<file path="config.mk">
export PLATFORM = sky130hd
export DESIGN_NAME = join_recv_arbiter
export DESIGN_NICKNAME = d
export VERILOG_FILES = /design/src/rtl/join_recv_arbiter.sv
export SDC_FILE = /design/constraint.sdc
export NUM_CORES = 1
export LEC_CHECK = 0
export CELL_PAD_IN_SITES_DETAIL_PLACEMENT = 0
export CELL_PAD_IN_SITES_GLOBAL_PLACEMENT = 1
export CORE_AREA = 3 3 135 137
export CTS_BUF_LIST = sky130_fd_sc_hd__clkbuf_4
export CTS_CLUSTER_DIAMETER = 60
export CTS_CLUSTER_SIZE = 20
export DETAILED_ROUTE_END_ITERATION = 12
export DIE_AREA = 0 0 138 140
export GPL_TIMING_DRIVEN = 0
export PLACE_DENSITY = 0.8
export SYNTH_ARGS = -nofsm -noshare
export SYNTH_HDL_FRONTEND = slang
export SYNTH_SLANG_ARGS = --single-unit
</file>
<file path="constraint.sdc">
create_clock -name m_axis_aclk -period 9.2 [get_ports m_axis_aclk]
set_input_delay 1.38 -clock m_axis_aclk [delete_from_list [all_inputs] [get_ports m_axis_aclk]]
set_output_delay 1.38 -clock m_axis_aclk [all_outputs]
set_load 0.05 [all_outputs]
</file>
<file path="src/rtl/join_recv_arbiter.sv">
// join_recv_arbiter: round-robin merge of per-channel receive streams into one
// AXI-Stream toward the DMA. Each grant covers a fixed-length burst framed by
// m_axis_tlast; every beat is tagged with its source channel on m_axis_tid.
// Optional build macro JOIN_ARB_TIMEOUT_EN adds a stall timeout that releases a
// grant whose channel stops presenting data, plus the timeout pulse output.
//
// state | meaning
// IDLE  | scanning tvalid from rr_ptr for the next channel to grant
// BURST | granted channel muxed straight through until its tlast handshake
module join_recv_arbiter #(
  parameter int Channel    = 4,
  parameter int ID_WIDTH   = 2,
  parameter int DATA_WIDTH = 64
`ifdef JOIN_ARB_TIMEOUT_EN
  ,
  parameter int TIMEOUT    = 256
`endif
) (
  input  logic                          m_axis_aclk,
  input  logic                          m_axis_aresetn,
  input  logic [15:0]                   burst_len,
  input  logic [Channel-1:0]            s_axis_tvalid,
  output logic [Channel-1:0]            s_axis_tready,
  input  logic [Channel*DATA_WIDTH-1:0] s_axis_tdata,
  output logic                          m_axis_tvalid,
  input  logic                          m_axis_tready,
  output logic [DATA_WIDTH-1:0]         m_axis_tdata,
  output logic                          m_axis_tlast,
  output logic [ID_WIDTH-1:0]           m_axis_tid,
  output logic                          busy
`ifdef JOIN_ARB_TIMEOUT_EN
  ,
  output logic                          timeout
`endif
);

  typedef enum logic {IDLE = 1'b0, BURST = 1'b1} state_t;

  state_t              state_q, state_d;
  logic [ID_WIDTH-1:0] rr_ptr_q, rr_ptr_d;
  logic [ID_WIDTH-1:0] grant_q, grant_d;
  logic [15:0]         cnt_q, cnt_d;
  logic [15:0]         len_q, len_d;
  logic                busy_q;
  logic                scan_hit;
  logic [ID_WIDTH-1:0] scan_idx;
  logic [ID_WIDTH-1:0] grant_next;
  logic                hs;

`ifdef JOIN_ARB_TIMEOUT_EN
  localparam int STALL_W = $clog2(TIMEOUT + 1);
  logic [STALL_W-1:0] stall_q, stall_d;
  logic               timeout_q, timeout_d;
  assign timeout = timeout_q;
`endif

  // Round-robin scan: first valid channel at or after rr_ptr, wrapping.
  always_comb begin
    scan_hit = 1'b0;
    scan_idx = '0;
    for (int i = 0; i < Channel; i++) begin
      if (!scan_hit && s_axis_tvalid[(int'(rr_ptr_q) + i) % Channel]) begin
        scan_hit = 1'b1;
        scan_idx = ID_WIDTH'((int'(rr_ptr_q) + i) % Channel);
      end
    end
  end

  assign grant_next    = (grant_q == ID_WIDTH'(Channel - 1)) ? '0 : grant_q + 1'b1;
  assign m_axis_tdata  = s_axis_tdata[int'(grant_q)*DATA_WIDTH +: DATA_WIDTH];
  assign m_axis_tid    = grant_q;
  assign m_axis_tvalid = (state_q == BURST) && s_axis_tvalid[grant_q];
  assign m_axis_tlast  = (state_q == BURST) && (cnt_q == len_q - 16'd1);
  assign hs            = m_axis_tvalid && m_axis_tready;
  assign busy          = busy_q;

  // Next-state logic and the ready fan-out back to the granted channel.
  always_comb begin
    state_d       = state_q;
    rr_ptr_d      = rr_ptr_q;
    grant_d       = grant_q;
    cnt_d         = cnt_q;
    len_d         = len_q;
    s_axis_tready = '0;
`ifdef JOIN_ARB_TIMEOUT_EN
    stall_d       = '0;
    timeout_d     = 1'b0;
`endif
    case (state_q)
      IDLE: begin
        if (scan_hit) begin
          grant_d = scan_idx;
          len_d   = (burst_len == 16'd0) ? 16'd1 : burst_len;
          cnt_d   = '0;
          state_d = BURST;
        end
      end
      BURST: begin
        s_axis_tready[grant_q] = m_axis_tready;
        if (hs) begin
          cnt_d = cnt_q + 16'd1;
          if (m_axis_tlast) begin
            state_d  = IDLE;
            rr_ptr_d = grant_next;
            cnt_d    = '0;
          end
        end
`ifdef JOIN_ARB_TIMEOUT_EN
        if (!hs) begin
          stall_d = stall_q;
          if (!s_axis_tvalid[grant_q]) begin
            stall_d = stall_q + 1'b1;
            // Leaving on the cycle the counter would reach TIMEOUT.
            if (stall_q == STALL_W'(TIMEOUT - 1)) begin
              stall_d   = '0;
              state_d   = IDLE;
              rr_ptr_d  = grant_next;
              cnt_d     = '0;
              timeout_d = 1'b1;
            end
          end
        end
`endif
      end
      default: state_d = IDLE;
    endcase
  end

  // State and datapath registers; reset can land mid-burst and simply drops it.
  always_ff @(posedge m_axis_aclk or negedge m_axis_aresetn) begin
    if (!m_axis_aresetn) begin
      state_q  <= IDLE;
      rr_ptr_q <= '0;
      grant_q  <= '0;
      cnt_q    <= '0;
      len_q    <= 16'd1;
      busy_q   <= 1'b0;
`ifdef JOIN_ARB_TIMEOUT_EN
      stall_q   <= '0;
      timeout_q <= 1'b0;
`endif
    end else begin
      state_q  <= state_d;
      rr_ptr_q <= rr_ptr_d;
      grant_q  <= grant_d;
      cnt_q    <= cnt_d;
      len_q    <= len_d;
      busy_q   <= (state_d == BURST);
`ifdef JOIN_ARB_TIMEOUT_EN
      stall_q   <= stall_d;
      timeout_q <= timeout_d;
`endif
    end
  end

endmodule

</file>
==> flow_metrics.tcl, run 1 <==
set metrics [dict create \
    synthCells 324 \
    placed_cell_area_um2 7640 \
    cp-start-kind "register" \
    die_w_um 138 \
    first_pass_iters 4 \
    die_y_um 140 \
    htree_levels 2 \
    clock_sinks 37 \
    ys_ff_latch 37 \
    antenna_found_initial 1 \
    drc 0 \
    p_seq_share_pct 18.6 \
    async_reset_ff_share_pct 100 \
    grt_pass1_wl_mm 33.4 \
    synth-main-ff-cell "dfrtp_1" \
    wl_mm 23.6 \
    ys_warn_count 0 \
    internal_power_mw 0.671 \
    worstPathArrival_ns 3.97 \
    clk_pin_slew_worst_paths_ns 0.12 \
    met1_usage_pct 30.7 \
    fin_nets 967 \
    fmax_mhz 187 \
    insertion_delay_ns 0.35 \
    comb_power_share_pct 70.1 \
    worst_setup_path_end_kind "output pin" \
    io_buffers 351 \
    grt_setup_unrepaired "false" \
    fin_crit_ns 5.35 \
    total_leakage_power_nw 2.76 \
    instances_no_fill 910 \
    drv_cap 0 \
    dp_hpwl_mm 21.3 \
    hp-class "register to register" \
    setup_tns_ns 0 \
    initial_core_util_pct 22.4 \
    num_vias 4480 \
    cts_root_buf "clkbuf_4" \
    setup_viol 0 \
    cts_tree "done" \
    final_area_um2 7740 \
    finish.utilization_pct 45.1 \
    vias_per_cell 4.92 \
    grt_usage_pct 23.4 \
    drv_slew 0 \
    grt_pass1_vias 4749 \
    drive_gt1_share_pct 15.1 \
    crit_type "register to output pin" \
    grt_busiest_layer "met2" \
    core-area_um2 17200 \
    powerDensity_nw_per_um2 161 \
    ant_nets 0 \
    placed_cells 900 \
    routabilityCongestion 1.01 \
    grt_use_met3_pct 4.85 \
    grt.overflow.total 0 \
    wl_per_cell_um 26.0 \
    synth.distinct_cells 50 \
    fin_ws_ns 3.85 \
    synth-edff-count 0 \
    grt_max_degree 38 \
    pre_cts_ws_ns 4.25 \
    switchingPower_mw 0.574 \
    cts_hold_buffers 0 \
    p_clk_share_pct 11.3 \
    total_power_mw 1.24 \
    numCtsBuffers 5 \
    skew_ns 0.0148 \
    tightest_slew_ns 0.952 \
    post_cts_resized 0 \
    vdd_drop_max_mv 0.0971 \
    clockBufferDepth 2 \
    whs_ns 0.543 \
    ios 352 \
    crit_fanout 9 \
    area_growth_pct 101 \
    synth_nets 609 \
    required_ns 7.82 \
    synth_area_um2 3850 \
    rows 48 \
    grtUsageMet2_pct 40.1 \
    hold_viol_final 0 \
    period_share_pct 58.2 \
    post_cts_buffers 0 \
    dr.first_iter.drc_count 233 \
    postSynthAreaPerCell_um2 11.9 \
    switching_share_pct 46.1 \
    synth_seq_area_share_pct 24.1 \
    dieArea_um2 19300 \
    maxSlewHeadroom_pct 36.5 \
    status "finished clean" \
]
-- logic make-up after synthesis --
kind of cell,count (synthesis),share of synthesized area [%]
and+or+nand+nor,97,13.7
muxes,81,42.7
AOI/OAI and AO/OA,39,6.76
DFF,37,24.1
buffers and inverters,33,3.74
xor gates and xnor gates,31,7.06
adders and majority gates,6,1.95
-- cell usage after synthesis (2+ instances only) --
cell / count / area share [%]
nor3b_1: 2 / 0.39
a21oi_1: 8 / 1.0
xnor2_1: 17 / 3.9
o21bai_1: 2 / 0.39
nor3_1: 5 / 0.65
buf_1: 10 / 0.98
a31oi_1: 2 / 0.33
nand4_1: 6 / 0.98
nand2b_1: 3 / 0.49
nand3_1: 9 / 1.2
or3_1: 3 / 0.49
clkbuf_1: 11 / 1.1
o211ai_1: 2 / 0.39
mux4_2: 65 / 38
mux2_2: 15 / 4.4
o21ai_0: 11 / 1.4
a41oi_1: 2 / 0.46
and3_1: 6 / 0.98
or2_2: 3 / 0.49
ha_1: 6 / 2.0
or4_1: 4 / 0.78
a311oi_1: 2 / 0.46
o31ai_1: 2 / 0.39
nor4_1: 9 / 1.5
inv_1: 9 / 0.88
nor2_1: 29 / 2.8
xor2_1: 14 / 3.2
or3_2: 2 / 0.39
dfrtp_1: 36 / 23
nand2_1: 8 / 0.78
nand3b_1: 2 / 0.39
-- cell usage in the layout (no fill, tap or decap), types with 3 or more instances in the layout --
| cell type | Yosys | layout |
|---|---|---|
| or2_2 | 3 | 3 |
| or4_1 | 4 | 4 |
| nand2_1 | 8 | 8 |
| clkbuf_1 | 11 | 11 |
| nor3_1 | 5 | 5 |
| inv_1 | 9 | 9 |
| nand4_1 | 6 | 6 |
| xnor2_1 | 17 | 17 |
| a21oi_1 | 8 | 8 |
| nand3_1 | 9 | 9 |
| dfrtp_1 | 36 | 36 |
| nor2_1 | 29 | 29 |
| or3_1 | 3 | 3 |
| nand2b_1 | 3 | 3 |
| mux4_2 | 65 | 65 |
| and3_1 | 6 | 6 |
| o21ai_0 | 11 | 11 |
| xor2_1 | 14 | 14 |
| mux2_2 | 15 | 15 |
| clkdlybuf4s50_1 | 0 | 350 |
| clkbuf_4 | 0 | 5 |
| nor4_1 | 9 | 9 |
| buf_1 | 10 | 10 |
| ha_1 | 6 | 6 |
-- power by group through the flow --
stage / Combinational (mW) / Sequential (mW) / Clock, mW
after floorplan: 0.538 / 0.231 / 0
after global placement: 0.868 / 0.234 / 0
after detailed placement: 0.875 / 0.236 / 0
after CTS: 0.876 / 0.232 / 0.144
after global routing: 0.915 / 0.239 / 0.152
final: 0.873 / 0.232 / 0.140
-- worst max-delay path: stages (launching register included) --
cell and delay, ns:
dfrtp_1 0.39, buf_6 0.13, or4_1 0.50, buf_2 0.17
or2_4 0.27, or4_4 0.51, a2111oi_1 0.50, and4_2 0.34
clkdlybuf4s50_1 0.81
-- state kept, by name, indices dropped and copies added (netlist names) --
signal / count
m_axis_tid: 2
busy: 1
len_q: 16
cnt_q: 16
rr_ptr_q: 2
-- cell type report --
type	count	area [um^2]
clock inverters	3	65.1
clock buffers	5	37.5
inverters	9	33.8
fillers	1605	9430
flip-flops and latches	37	927
well taps	225	282
diodes	2	5.00
repair buffers	351	3510
multi-input cells	254	2780
plain buffers	24	110
-- layer usage --
layer	part of all wire [%]	vias up	wire [um]
met5	0	-	0
met4	1.6	0	386
met3	6.4	22	1520
met2	50	185	11900
met1	41	2251	9800
li1	-	2022	-
-- final timing paths --
| path | from | to | slack, ns | cells past startpoint |
|---|---|---|---|---|
| worst max-delay path | len_q[4] | m_axis_tlast | 3.85 | 8 |
| worst min-delay path | len_q[15] | len_q[15] | 0.54 | 1 |
| worst max register to register | len_q[4] | cnt_q[7] | 5.96 | 10 |
| worst min register to register | len_q[15] | len_q[15] | 0.54 | 1 |
| max in group asynchronous | m_axis_aresetn | len_q[6] | 7.54 | 1 |
| min in group asynchronous | m_axis_aresetn | cnt_q[9] | 1.12 | 1 |
(Power assumes the default switching activity.)
==> run 2, diff against run 1 <==
--- a/config.mk
+++ b/config.mk
@@ -7,12 +7,12 @@
 export LEC_CHECK = 0
 export CELL_PAD_IN_SITES_DETAIL_PLACEMENT = 0
 export CELL_PAD_IN_SITES_GLOBAL_PLACEMENT = 1
-export CORE_AREA = 3 3 135 137
+export CORE_MARGIN = 3
+export CORE_UTILIZATION = 22
 export CTS_BUF_LIST = sky130_fd_sc_hd__clkbuf_4
 export CTS_CLUSTER_DIAMETER = 60
 export CTS_CLUSTER_SIZE = 20
 export DETAILED_ROUTE_END_ITERATION = 12
-export DIE_AREA = 0 0 138 140
 export GPL_TIMING_DRIVEN = 0
 export PLACE_DENSITY = 0.8
 export SYNTH_ARGS = -nofsm -noshare
==> constraint.sdc (replaced) <==
create_clock -name m_axis_aclk -period 5 [get_ports m_axis_aclk]
set_input_delay 0.75 -clock m_axis_aclk [delete_from_list [all_inputs] [get_ports m_axis_aclk]]
set_output_delay 0.75 -clock m_axis_aclk [all_outputs]
set_load 0.05 [all_outputs]
==> run 2 against run 1 <==
- clock-buffer cell count did not move
- non-clock buffer count unchanged
- register-to-register slack worse by 4.3 ns
- die area down 1.1%
- global-route usage shrank 0.27 points
- clock skew up 0.0060 ns
- clock power increased by 51%
- combinational power up 83%
- worst setup slack got worse by 3.7 ns
- critical path depth down 1
==> flow_metrics.tcl, run 2 (same netlist as run 1, synthesis figures left out) <==
set metrics [dict create \
    status "finished clean" \
    clock_sinks 37 \
    die_y_um 138 \
    skew_ns 0.0208 \
    area_growth_pct 100 \
    path_buf_inv 2 \
    switching_share_pct 47.1 \
    post_cts_buffers 0 \
    crit_chain "or4_1 -> clkbuf_1 -> or2_4 -> or4_4 -> a2111oi_1 -> and4_2 -> clkdlybuf4s50_1" \
    grt.overflow.total 0 \
    wl_met1_mm 9.54 \
    crit_fanout 9 \
    drc 0 \
    setup_tns_ns 0 \
    grt_setup_unrepaired "false" \
    maxSlewHeadroom_pct 41.9 \
    highest_layer "met4" \
    wl_mm 23.1 \
    vias_per_cell 4.96 \
    grt_usage_pct 23.1 \
    grt_max_degree 38 \
    hold_viol_final 0 \
    cp-start-kind "register" \
    drv_cap 0 \
    wl_met2_mm 11.3 \
    antenna_found_initial 0 \
    tightest_slew_ns 0.871 \
    switchingPower_mw 1.05 \
    slowest_delay_ns 0.85 \
    met3_length_mm 1.88 \
    setup_viol 0 \
    crit_family "simple AND/OR/NAND/NOR gates" \
    clk_pin_slew_worst_paths_ns 0.13 \
    fmax_mhz 208 \
    drv_slew 0 \
    internal_power_mw 1.18 \
    hp-class "primary input to asynchronous set/reset pin" \
    dp_hpwl_mm 20.8 \
    comb_power_share_pct 71.4 \
    diodes 0 \
    grt_pass1_wl_mm 33.2 \
    num_vias 4483 \
    first_pass_iters 4 \
    die_w_um 138 \
    cts_tree "done" \
    period_share_pct 96.4 \
    rows 47 \
    fin_nets 967 \
    final_common_cell "clkdlybuf4s50_1" \
    io_buffers 351 \
    placed_cell_area_um2 7630 \
    ant_nets 0 \
    routabilityCongestion 1.01 \
    layout_common_cells "clkdlybuf4s50_1, mux4_2, dfrtp_1, nor2_1, xnor2_1" \
    cts_root_buf "clkbuf_4" \
    p_seq_share_pct 19.2 \
    worstPathArrival_ns 4.07 \
    initial_core_util_pct 22.8 \
    required_ns 4.25 \
    core-area_um2 16900 \
    grt_pass1_vias 4713 \
    fin_crit_ns 4.82 \
    vdd_drop_max_mv 0.165 \
    total_leakage_power_nw 2.74 \
    dieArea_um2 19100 \
    p_clk_share_pct 9.5 \
    clockBufferDepth 2 \
    ios 352 \
    powerDensity_nw_per_um2 290 \
    crit_slowest_cell "clkdlybuf4s50_1" \
    htree_levels 2 \
    post_cts_resized 0 \
    cts_hold_buffers 0 \
    numCtsBuffers 5 \
    dr.first_iter.drc_count 203 \
    drive_gt1_share_pct 14.9 \
    final_area_um2 7710 \
    crit_type "register to output pin" \
    reg_top3 "cnt_q x16, len_q x16" \
    wl_per_cell_um 25.6 \
    insertion_delay_ns 0.36 \
    worst_setup_path_end_kind "output pin" \
]
-- run 2: changes by cell type in the layout (fill, tap and decap cells not counted) --
cell,delta
diode_2,-2
bufinv_16,-1
clkinv_1,+1
clkinv_2,-1
clkinvlp_4,+1
-- run 2: power by group through the flow --
| stage | sequential, mW | combinational (mW) | clock (mW) |
|---|---|---|---|
| finish | 0.429 | 1.60 | 0.211 |
| global placement | 0.431 | 1.59 | 0 |
| floorplan | 0.424 | 0.990 | 0 |
| CTS | 0.429 | 1.61 | 0.218 |
| global route | 0.439 | 1.68 | 0.229 |
| detailed placement | 0.436 | 1.60 | 0 |
-- run 2: per-layer routing --
layer	GRT usage (%)	vias up
li1	-	2023
met1	31.1	2246
met2	38.5	191
met3	5.70	23
met4	3.85	0
met5	0	-
-- run 2: through the flow --
step           power, mW  hold slack [ns]  instances  util [%]  setup slack, ns
2_1_floorplan       1.41            0.454        324         -             1.47
3_3_place_gp        2.02            0.518        895      45.2            0.613
3_5_place_dp        2.04            0.527        895      45.2            0.587
4_1_cts             2.25            0.515        903      45.7            0.159
5_1_grt             2.34            0.538        903      45.7          0.00539
6_report            2.24            0.486        903      45.7            0.182
-- run 2: layout make-up --
class | count | area, um^2
fillers | 1549 | 9170
multi-input cells | 254 | 2780
clock buffers | 5 | 37.5
clock inverters | 3 | 41.3
plain buffers | 24 | 110
flip-flops and latches | 37 | 927
well taps | 220 | 275
repair buffers | 351 | 3510
inverters | 9 | 33.8
-- run 2: path summary, 6_finish.rpt --
check | start | to | slack, ns | cells past startpoint
worst max-delay path | len_q[2] | m_axis_tlast | 0.18 | 7
worst min-delay path | m_axis_aresetn | cnt_q[7] | 0.49 | 1
worst max register to register | len_q[2] | cnt_q[6] | 1.69 | 9
worst min register to register | len_q[15] | len_q[15] | 0.55 | 1
max in group asynchronous | m_axis_aresetn | len_q[14] | 3.97 | 1
min in group m_axis_aclk | len_q[15] | len_q[15] | 0.55 | 1
==> run 3, diff against run 2 <==
--- a/config.mk
+++ b/config.mk
@@ -9,7 +9,7 @@
 export CELL_PAD_IN_SITES_GLOBAL_PLACEMENT = 1
 export CORE_MARGIN = 3
 export CORE_UTILIZATION = 22
-export CTS_BUF_LIST = sky130_fd_sc_hd__clkbuf_4
+export CTS_BUF_LIST = sky130_fd_sc_hd__clkbuf_16
 export CTS_CLUSTER_DIAMETER = 60
 export CTS_CLUSTER_SIZE = 20
 export DETAILED_ROUTE_END_ITERATION = 12
==> run 3 against run 2 <==
- non-clock buffer count did not move
- critical endpoint unchanged
- worst setup slack improved by 0.072 ns
- largest cell class unchanged
- cell count unchanged
- largest power group unchanged
==> flow_metrics.tcl, run 3 (same netlist as run 1, synthesis figures left out) <==
set metrics [dict create \
    crit_family "simple AND/OR/NAND/NOR gates" \
    fin_crit_ns 4.75 \
    whs_ns 0.534 \
    powerDensity_nw_per_um2 306 \
    path_buf_inv 2 \
    die_w_um 138 \
    clock_sinks 37 \
    clockBufferDepth 2 \
    post_cts_buffers 0 \
    io_buffers 351 \
    multiInputGateArea_um2 2780 \
    grt_usage_pct 23.2 \
    cts_hold_buffers 0 \
    skew_ns 0.00721 \
    layout_common_cells "clkdlybuf4s50_1, mux4_2, dfrtp_1, nor2_1, xnor2_1" \
    clk_pin_slew_worst_paths_ns 0.06 \
    hold_depth 1 \
    ant_nets 0 \
    total_leakage_power_nw 2.78 \
    fmax_mhz 211 \
    crit_type "register to output pin" \
    wl_per_cell_um 25.6 \
    dr.first_iter.drc_count 271 \
    path_depth 7 \
    first_pass_iters 4 \
    dp_hpwl_mm 20.8 \
    seqCellArea_um2 927 \
    post_cts_resized 0 \
    grt_max_degree 38 \
    htree_levels 2 \
    drive_gt1_share_pct 14.9 \
    cts_root_buf "clkbuf_16" \
    routabilityCongestion 1.01 \
    insertion_delay_ns 0.29 \
    rows 47 \
    setup_tns_ns 0 \
    area_growth_pct 103 \
    vdd_drop_max_mv 0.205 \
    grt_pass1_wl_mm 33.2 \
    finish.utilization_pct 46.2 \
    antenna_found_initial 0 \
    vias_per_cell 4.98 \
    worstPathArrival_ns 4.00 \
    dieArea_um2 19100 \
    hp-class "register to register" \
    fillers 1534 \
    num_vias 4493 \
    setup_viol 0 \
    tightest_slew_ns 0.861 \
    reg2regPathDepth 9 \
    final_common_cell "clkdlybuf4s50_1" \
    crit_chain "or4_1 -> clkbuf_1 -> or2_4 -> or4_4 -> a2111oi_1 -> and4_2 -> clkdlybuf4s50_1" \
    cts_tree "done" \
    crit_fanout 9 \
    worst_setup_path_end_kind "output pin" \
    numCtsBuffers 5 \
    status "finished clean" \
    grt_setup_unrepaired "false" \
    core-area_um2 16900 \
    maxSlewHeadroom_pct 42.6 \
    grt.overflow.total 0 \
    cp-start-kind "register" \
    slowest_delay_ns 0.85 \
    required_ns 4.25 \
    period_share_pct 94.9 \
    drv_cap 0 \
    hold_viol_final 0 \
    fin_nets 967 \
    wl_mm 23.1 \
    drc 0 \
    initial_core_util_pct 22.8 \
    die_y_um 138 \
    diodes 0 \
    ios 352 \
    grt_pass1_vias 4715 \
    drv_slew 0 \
    reg_top3 "cnt_q x16, len_q x16" \
    crit_slowest_cell "clkdlybuf4s50_1" \
]
run 3: cell counts in the layout (fill, tap and decap cells not counted):
No cell type changed its count.
run 3: stage by stage:
stage / power, mW / instances / worst slack [ns] / instance area (um^2)
floorplan: 1.41 / 324 / 1.47 / 3850
global placement: 2.02 / 895 / 0.613 / 7640
detailed placement: 2.04 / 895 / 0.587 / 7630
CTS: 2.40 / 903 / 0.257 / 7800
global route: 2.49 / 903 / 0.106 / 7800
finish: 2.38 / 903 / 0.254 / 7800
run 3: cell type report:
| class | count | share of cell area [%] |
|---|---|---|
| buffer | 24 | 1.41 |
| clock buffer | 5 | 1.60 |
| inverter | 9 | 0.433 |
| timing repair buffer | 351 | 45.0 |
| clock inverter | 3 | 0.530 |
| sequential | 37 | 11.9 |
| multi-input combinational | 254 | 35.6 |
| tap | 220 | 3.53 |
run 3: path summary, 6_finish.rpt:
path	endpoint	from	slack, ns
max	m_axis_tlast	len_q[2]	0.25
min in group asynchronous	cnt_q[3]	m_axis_aresetn	0.58
min	len_q[15]	len_q[15]	0.53
max in group asynchronous	len_q[14]	m_axis_aresetn	3.88
min reg2reg	len_q[15]	len_q[15]	0.53
max reg2reg	cnt_q[6]	len_q[2]	1.69
run 3: per-layer routing:
layer | vias to the layer above | GRT usage [%] | routed length, um
met5 | - | 0 | 0
met4 | 0 | 4.32 | 340
met2 | 192 | 38.5 | 11400
met1 | 2260 | 31.0 | 9510
li1 | 2020 | - | -
met3 | 21 | 5.80 | 1880
run 3: where the power goes:
part           leakage [nW]  internal [mW]  switching, mW  total, mW
Clock                0.0775          0.233          0.125      0.358
Sequential            0.462          0.357         0.0728      0.430
Combinational          2.24          0.722          0.873       1.59
